--- src/rtl/stream_store_sched_if.sv ---
// Command, engine-handshake and status signals of the store scheduler.
// master = scheduler side, slave = command source plus burst/residual engines.
interface stream_store_sched_if #(
    parameter int unsigned ADDR_W = 64,
    parameter int unsigned LEN_W  = 32
) ();
    logic              cmd_valid;
    logic              cmd_ready;
    logic [ADDR_W-1:0] cmd_addr;
    logic [LEN_W-1:0]  cmd_len;
    logic              burst_start;
    logic              burst_ready;
    logic              burst_done;
    logic [ADDR_W-1:0] burst_addr;
    logic              res_start;
    logic              res_ready;
    logic              res_done;
    logic [ADDR_W-1:0] res_addr;
    logic [LEN_W-1:0]  res_len;
    logic              done;
    logic              busy;
    logic [31:0]       stat_bursts;
    logic [31:0]       stat_cycles;

    modport master (
        input  cmd_valid, cmd_addr, cmd_len, burst_ready, burst_done, res_ready, res_done,
        output cmd_ready, burst_start, burst_addr, res_start, res_addr, res_len, done, busy,
               stat_bursts, stat_cycles
    );

    modport slave (
        output cmd_valid, cmd_addr, cmd_len, burst_ready, burst_done, res_ready, res_done,
        input  cmd_ready, burst_start, burst_addr, res_start, res_addr, res_len, done, busy,
               stat_bursts, stat_cycles
    );
endinterface

--- src/rtl/stream_store_sched.sv ---
// Splits a store command into full bursts plus one residual transfer and sequences
// the burst-loop and residual-loop engines one at a time.
module stream_store_sched #(
    parameter int unsigned ADDR_W     = 64,
    parameter int unsigned LEN_W      = 32,
    parameter int unsigned BURST_LEN  = 16,
    parameter int unsigned WORD_BYTES = 4
) (
    input logic                  clock,
    input logic                  reset,
    stream_store_sched_if.master bus
);

    localparam int unsigned       BurstShift = $clog2(BURST_LEN);
    localparam logic [LEN_W-1:0]  RlMask     = LEN_W'(BURST_LEN - 1);
    localparam logic [ADDR_W-1:0] BurstBytes = ADDR_W'(BURST_LEN * WORD_BYTES);

    typedef enum logic [2:0] {
        StIdle,
        StBIssue,
        StBWait,
        StRIssue,
        StRWait,
        StFin
    } state_e;

    state_e            state_q, state_d;
    logic [LEN_W-1:0]  nb_q, nb_d;
    logic [LEN_W-1:0]  rl_q, rl_d;
    logic [ADDR_W-1:0] addr_q, addr_d;
    logic [31:0]       bursts_q, bursts_d;
    logic [31:0]       cycles_q, cycles_d;

    always_ff @(posedge clock or posedge reset) begin
        if (reset) begin
            state_q  <= StIdle;
            nb_q     <= '0;
            rl_q     <= '0;
            addr_q   <= '0;
            bursts_q <= '0;
            cycles_q <= '0;
        end else begin
            state_q  <= state_d;
            nb_q     <= nb_d;
            rl_q     <= rl_d;
            addr_q   <= addr_d;
            bursts_q <= bursts_d;
            cycles_q <= cycles_d;
        end
    end

    always_comb begin
        state_d  = state_q;
        nb_d     = nb_q;
        rl_d     = rl_q;
        addr_d   = addr_q;
        bursts_d = bursts_q;
        cycles_d = cycles_q;

        // Saturating cycle count over every busy state except FIN.
        if (state_q != StIdle && state_q != StFin && cycles_q != '1) begin
            cycles_d = cycles_q + 32'd1;
        end

        unique case (state_q)
            StIdle: begin
                if (bus.cmd_valid) begin
                    nb_d     = bus.cmd_len >> BurstShift;
                    rl_d     = bus.cmd_len & RlMask;
                    addr_d   = bus.cmd_addr;
                    bursts_d = '0;
                    cycles_d = '0;
                    if ((bus.cmd_len >> BurstShift) != '0) begin
                        state_d = StBIssue;
                    end else if ((bus.cmd_len & RlMask) != '0) begin
                        state_d = StRIssue;
                    end else begin
                        state_d = StFin;
                    end
                end
            end
            StBIssue: begin
                if (bus.burst_ready) begin
                    state_d  = StBWait;
                    bursts_d = bursts_q + 32'd1;
                end
            end
            StBWait: begin
                if (bus.burst_done) begin
                    addr_d = addr_q + BurstBytes;
                    nb_d   = nb_q - LEN_W'(1);
                    if (nb_q > LEN_W'(1)) begin
                        state_d = StBIssue;
                    end else if (rl_q != '0) begin
                        state_d = StRIssue;
                    end else begin
                        state_d = StFin;
                    end
                end
            end
            StRIssue: begin
                if (bus.res_ready) begin
                    state_d = StRWait;
                end
            end
            StRWait: begin
                if (bus.res_done) begin
                    state_d = StFin;
                end
            end
            StFin: begin
                state_d = StIdle;
            end
            default: begin
                state_d = StIdle;
            end
        endcase
    end

    assign bus.cmd_ready   = (state_q == StIdle);
    assign bus.burst_start = (state_q == StBIssue);
    assign bus.res_start   = (state_q == StRIssue);
    assign bus.done        = (state_q == StFin);
    assign bus.busy        = (state_q != StIdle);
    assign bus.burst_addr  = addr_q;
    assign bus.res_addr    = addr_q;
    assign bus.res_len     = rl_q;
    assign bus.stat_bursts = bursts_q;
    assign bus.stat_cycles = cycles_q;

endmodule

--- src/flat_wrapper.sv ---
// flat-port wrapper written by rule: the top's interface ports become plain ports
module stream_store_sched_flat 
#(
    parameter int unsigned ADDR_W     = 64,
    parameter int unsigned LEN_W      = 32,
    parameter int unsigned BURST_LEN  = 16,
    parameter int unsigned WORD_BYTES = 4
)
  (clock, reset, bus_cmd_valid, bus_cmd_addr, bus_cmd_len, bus_burst_ready, bus_burst_done, bus_res_ready, bus_res_done, bus_cmd_ready, bus_burst_start, bus_burst_addr, bus_res_start, bus_res_addr, bus_res_len, bus_done, bus_busy, bus_stat_bursts, bus_stat_cycles);
  stream_store_sched_if #(.ADDR_W(ADDR_W), .LEN_W(LEN_W)) bus_i ();
  input logic clock;
  input logic reset;
  input wire logic [$bits(bus_i.cmd_valid)-1:0] bus_cmd_valid;
  input wire logic [$bits(bus_i.cmd_addr)-1:0] bus_cmd_addr;
  input wire logic [$bits(bus_i.cmd_len)-1:0] bus_cmd_len;
  input wire logic [$bits(bus_i.burst_ready)-1:0] bus_burst_ready;
  input wire logic [$bits(bus_i.burst_done)-1:0] bus_burst_done;
  input wire logic [$bits(bus_i.res_ready)-1:0] bus_res_ready;
  input wire logic [$bits(bus_i.res_done)-1:0] bus_res_done;
  output wire logic [$bits(bus_i.cmd_ready)-1:0] bus_cmd_ready;
  output wire logic [$bits(bus_i.burst_start)-1:0] bus_burst_start;
  output wire logic [$bits(bus_i.burst_addr)-1:0] bus_burst_addr;
  output wire logic [$bits(bus_i.res_start)-1:0] bus_res_start;
  output wire logic [$bits(bus_i.res_addr)-1:0] bus_res_addr;
  output wire logic [$bits(bus_i.res_len)-1:0] bus_res_len;
  output wire logic [$bits(bus_i.done)-1:0] bus_done;
  output wire logic [$bits(bus_i.busy)-1:0] bus_busy;
  output wire logic [$bits(bus_i.stat_bursts)-1:0] bus_stat_bursts;
  output wire logic [$bits(bus_i.stat_cycles)-1:0] bus_stat_cycles;
  assign bus_i.cmd_valid = bus_cmd_valid;
  assign bus_i.cmd_addr = bus_cmd_addr;
  assign bus_i.cmd_len = bus_cmd_len;
  assign bus_i.burst_ready = bus_burst_ready;
  assign bus_i.burst_done = bus_burst_done;
  assign bus_i.res_ready = bus_res_ready;
  assign bus_i.res_done = bus_res_done;
  assign bus_cmd_ready = bus_i.cmd_ready;
  assign bus_burst_start = bus_i.burst_start;
  assign bus_burst_addr = bus_i.burst_addr;
  assign bus_res_start = bus_i.res_start;
  assign bus_res_addr = bus_i.res_addr;
  assign bus_res_len = bus_i.res_len;
  assign bus_done = bus_i.done;
  assign bus_busy = bus_i.busy;
  assign bus_stat_bursts = bus_i.stat_bursts;
  assign bus_stat_cycles = bus_i.stat_cycles;
  stream_store_sched #(.ADDR_W(ADDR_W), .LEN_W(LEN_W), .BURST_LEN(BURST_LEN), .WORD_BYTES(WORD_BYTES)) u_core (.clock(clock), .reset(reset), .bus(bus_i));
endmodule
--- config.mk ---
export PLATFORM = sky130hd
export DESIGN_NAME = stream_store_sched_flat
export DESIGN_NICKNAME = d
export VERILOG_FILES = /design/src/rtl/stream_store_sched_if.sv /design/src/rtl/stream_store_sched.sv /design/src/flat_wrapper.sv
export SDC_FILE = /design/constraint.sdc
export NUM_CORES = 1
export LEC_CHECK = 0
export ABC_AREA = 1
export CAP_MARGIN = 25
export CORE_MARGIN = 2
export CORE_UTILIZATION = 49
export CTS_CLUSTER_SIZE = 25
export DETAILED_ROUTE_END_ITERATION = 10
export DONT_BUFFER_PORTS = 1
export PLACE_DENSITY = 0.64
export SLEW_MARGIN = 10
export SYNTH_ARGS = -nofsm -noshare
export SYNTH_HDL_FRONTEND = slang
export SYNTH_SLANG_ARGS = --single-unit
--- constraint.sdc ---
create_clock -name clock -period 12.2 [get_ports clock]
set_input_delay 1.22 -clock clock [delete_from_list [all_inputs] [get_ports clock]]
set_output_delay 1.22 -clock clock [all_outputs]
set_load 0.01 [all_outputs]
==> summary.md <==
| Metric | Value |
|---|---|
| Outcome | `complete, no violations` |
| GPL Wtd Cong | `0.972` |
| First-pass detailed-route iteration total | `5` |
| Slew Viols, Final | `0` |
| Via-per-instance ratio | `5.51` |
| Drt total wl | `40.5 mm` |
| Fmax achieved | `313 MHz` |
| Pwr Density | `242 nW/µm²` |
| Async SR Flop Fraction | `100%` |
| Reg-to-reg critical path startpoint | `u_core.state_q[2]$_DFFE_PP0P_` |
| Clk slew on worst S/H paths | `0.07 ns` |
| Die area | `27,100 µm²` |
| Post-Synthesis Cells | `2,014` |
| Register area | `4180 µm²` |
| Setup ws final | `9.00 ns` |
| Post-synthesis sequential area ratio | `33.0%` |
| Die Y | `165 µm` |
| Leakage | `5.66 nW` |
| Hpwl dp | `29.7 mm` |
| Max_slew headroom | `34.7%` |
| Global-route wire length before repair | `63.1 mm` |
| Multi-input gate area | `6910 µm²` |
| CP arrival | `3.52 ns` |
| Worst Setup SP | `u_core.state_q[2]$_DFFE_PP0P_` |
| Final Hold Viols | `0` |
| Unrepaired setup endpoints after global routing | `no` |
| Critical path class | `flip-flop to flip-flop` |
| Syn Area/Cell | `6.28 µm²` |
| Final setup violation count | `0` |
| Syn-to-layout area delta | `2.07%` |
| Post-CTS setup buffer count | `0` |
| Initial DRC count | `1,115` |
| Buffers added on ports | `0` |
| Post-CTS resize count | `0` |
| Final period utilization | `26.2%` |
| Register bit total from synthesis | `167` |
| Syn Std Cell Area | `12,700 µm²` |
| Unique cell type count in the Yosys netlist | `41` |
| ANT nets after route | `0` |
| Post-synthesis mux area share | `0.395%` |
| Synth top area share | `33.0%` |
| Die width | `165 µm` |
| I/O pins | `332` |
| Post-route clock skew | `0.0161 ns` |
| Max rail drop VDD | `0.000128 V` |
| Final min period | `3.20 ns` |
| Synth Area in XOR/XNOR | `2.77%` |
| Post-synthesis adder-cell area fraction | `0.494%` |
| Antenna violations before repair | `5` |
| Grt total ovfl | `0` |
| DR DRC count | `0` |
| Combinational family with the most area after synthesis | `simple AND/OR/NAND/NOR gates` |
| Post-synth top area cell | `dfrtp_1` |
| H-tree Lvls | `4` |
| CTS Root Cell | `clkbuf_16` |
| Avg WL per Cell | `17.9 µm` |
| Min-delay src | `u_core.nb_q[21]$_DFFE_PP0P_` |
| Largest net degree at the start of global routing | `105` |
| Critical path launch point type | `flip-flop` |
| Total chip power | `3.12 mW` |
| Core Area | `25,300 µm²` |
| Required @ worst endpoint | `12.52 ns` |
| Post-synth EDFFs | `0` |
| Starting density of the core | `50.1%` |
| Tightest Hold Check Type | `flip-flop to flip-flop` |
| Layout cells sized above 1 | `3.47%` |
| CTS sink count | `167` |
| CTS buffer count | `17` |
| Main synth FF type | `dfrtp_1` |
| Worst-Skew Late Latency | `0.44 ns` |
| Synth Warn # | `0` |
| Actual slew at the worst max-slew pin | `0.978 ns` |
| TritonCTS clock tree | `yes` |
| Post-Synth Simple-Gate Area | `39.6%` |
| Cts hold-fix bufs | `0` |
| Row Count | `58` |
| Layout Utilization | `51.1%` |
| # fillers | `2,630` |
| Vias in the first global route | `11,500` |
| Final #Nets | `2,028` |
| Total GRT Usage | `29.8%` |
| Final setup TNS | `0 ns` |
| Total of max-cap violations | `0` |
| Routed vias | `12,500` |
| Compound-gate portion of the synthesized area | `10.5%` |
| FF-to-FF setup slack | `9.00 ns` |
| Placement Setup Slack | `8.99 ns` |
| Crit Path Max Fanout | `77` |
| Top post-synthesis cells by area | `dfrtp_1, nand2_1, nor2_1` |
| Setup crit end kind | `flip-flop` |
| Clk buf depth | `2` |
==> per-stage QoR <==
step	instance area (µm²)	hold slack, ns	std cells
floorplan	12800	0.491	2041
global placement	12300	0.511	2229
detailed placement	12300	0.524	2229
CTS	12900	0.543	2261
global route	12900	0.560	2263
finish	12900	0.544	2266
==> critical path: stages, from the launching register on <==
cell and delay, ns:
dfrtp_1 0.50, inv_2 0.10, nand3_2 0.09, buf_4 0.57, clkinv_2 0.72, buf_4 0.57
o21a_1 0.30, nand2_1 0.06, nand2_1 0.05
==> cell usage after synthesis (10+ instances only) <==
master	instances
inv_1	178
dfrtp_1	167
clkbuf_1	25
o21a_1	27
nand2_1	627
xnor2_1	10
nor2_1	347
buf_2	21
a21oi_1	64
nand4_1	49
o21ai_1	28
o21ai_0	101
nor3_1	30
xor2_1	30
nand3_1	135
buf_4	98
==> layer usage <==
metal	share of wire, %	vias to the layer above	GRT usage, %
li1	-	6122	-
met1	43	5778	39.0
met2	45	528	48.0
met3	9.9	60	8.99
met4	2.0	4	7.94
met5	0.064	-	0
==> worst paths after layout <==
kind                                                          end  cells past startpoint
max                         u_core.bus.burst_addr[58]$_DFFE_PP0P_                      8
min                                   u_core.nb_q[21]$_DFFE_PP0P_                      2
max reg2reg                 u_core.bus.burst_addr[58]$_DFFE_PP0P_                      8
min reg2reg                           u_core.nb_q[21]$_DFFE_PP0P_                      2
max in group asynchronous    u_core.bus.stat_cycles[30]$_DFF_PP0_                      3
min in group asynchronous  u_core.bus.stat_bursts[30]$_DFFE_PP0P_                      1
==> sequential cells by signal, indices dropped and copies added, names as in the netlist <==
name	count
u_core.bus.burst_addr	64
u_core.state_q	3
u_core.bus.stat_bursts	32
u_core.bus.res_len	4
u_core.bus.stat_cycles	32
u_core.nb_q	32
==> area by class of cell <==
class                   count  share of cell area [%]
clock buffers              20                    3.46
diodes                      3                  0.0581
clock inverters            12                    1.09
inverters                 185                    5.42
multi-input cells        1539                    53.5
flip-flops and latches    167                    32.4
repair buffers             10                   0.891
well taps                 330                    3.20
==> power breakdown <==
group          internal (mW)  total [mW]  switching (mW)
clock network          0.312       0.564           0.253
logic                  0.414        1.26           0.845
registers              0.764        1.30           0.535
total                   1.49        3.12            1.63
==> cell usage in the layout (no fill, tap or decap), types with 4 or more instances in the layout <==
cell / n
a21oi_1: 64
xnor2_1: 10
or2_0: 7
inv_2: 6
dfrtp_1: 167
nor3_1: 30
mux2i_1: 5
o21ai_0: 101
ha_1: 5
nor2_1: 347
clkbuf_16: 17
o21bai_1: 4
buf_4: 8
nand2_1: 626
inv_1: 177
o211ai_1: 5
inv_6: 4
or2_2: 4
nor2_2: 6
conb_1: 28
o22ai_1: 6
nand4_1: 49
nand3b_1: 7
o21ai_1: 28
xor2_1: 30
nand3_1: 135
o21a_1: 27
==> kinds of logic after synthesis <==
logic type | after synthesis
other | 1
buffers and inverters | 335
XOR/XNOR | 40
AO/OA/AOI/OAI | 241
AND/OR/NAND/NOR | 1220
multiplexers | 5
adder cells (fa/ha/maj) | 5
flip-flops | 167
No activity file was read; power rests on OpenSTA's default activity.
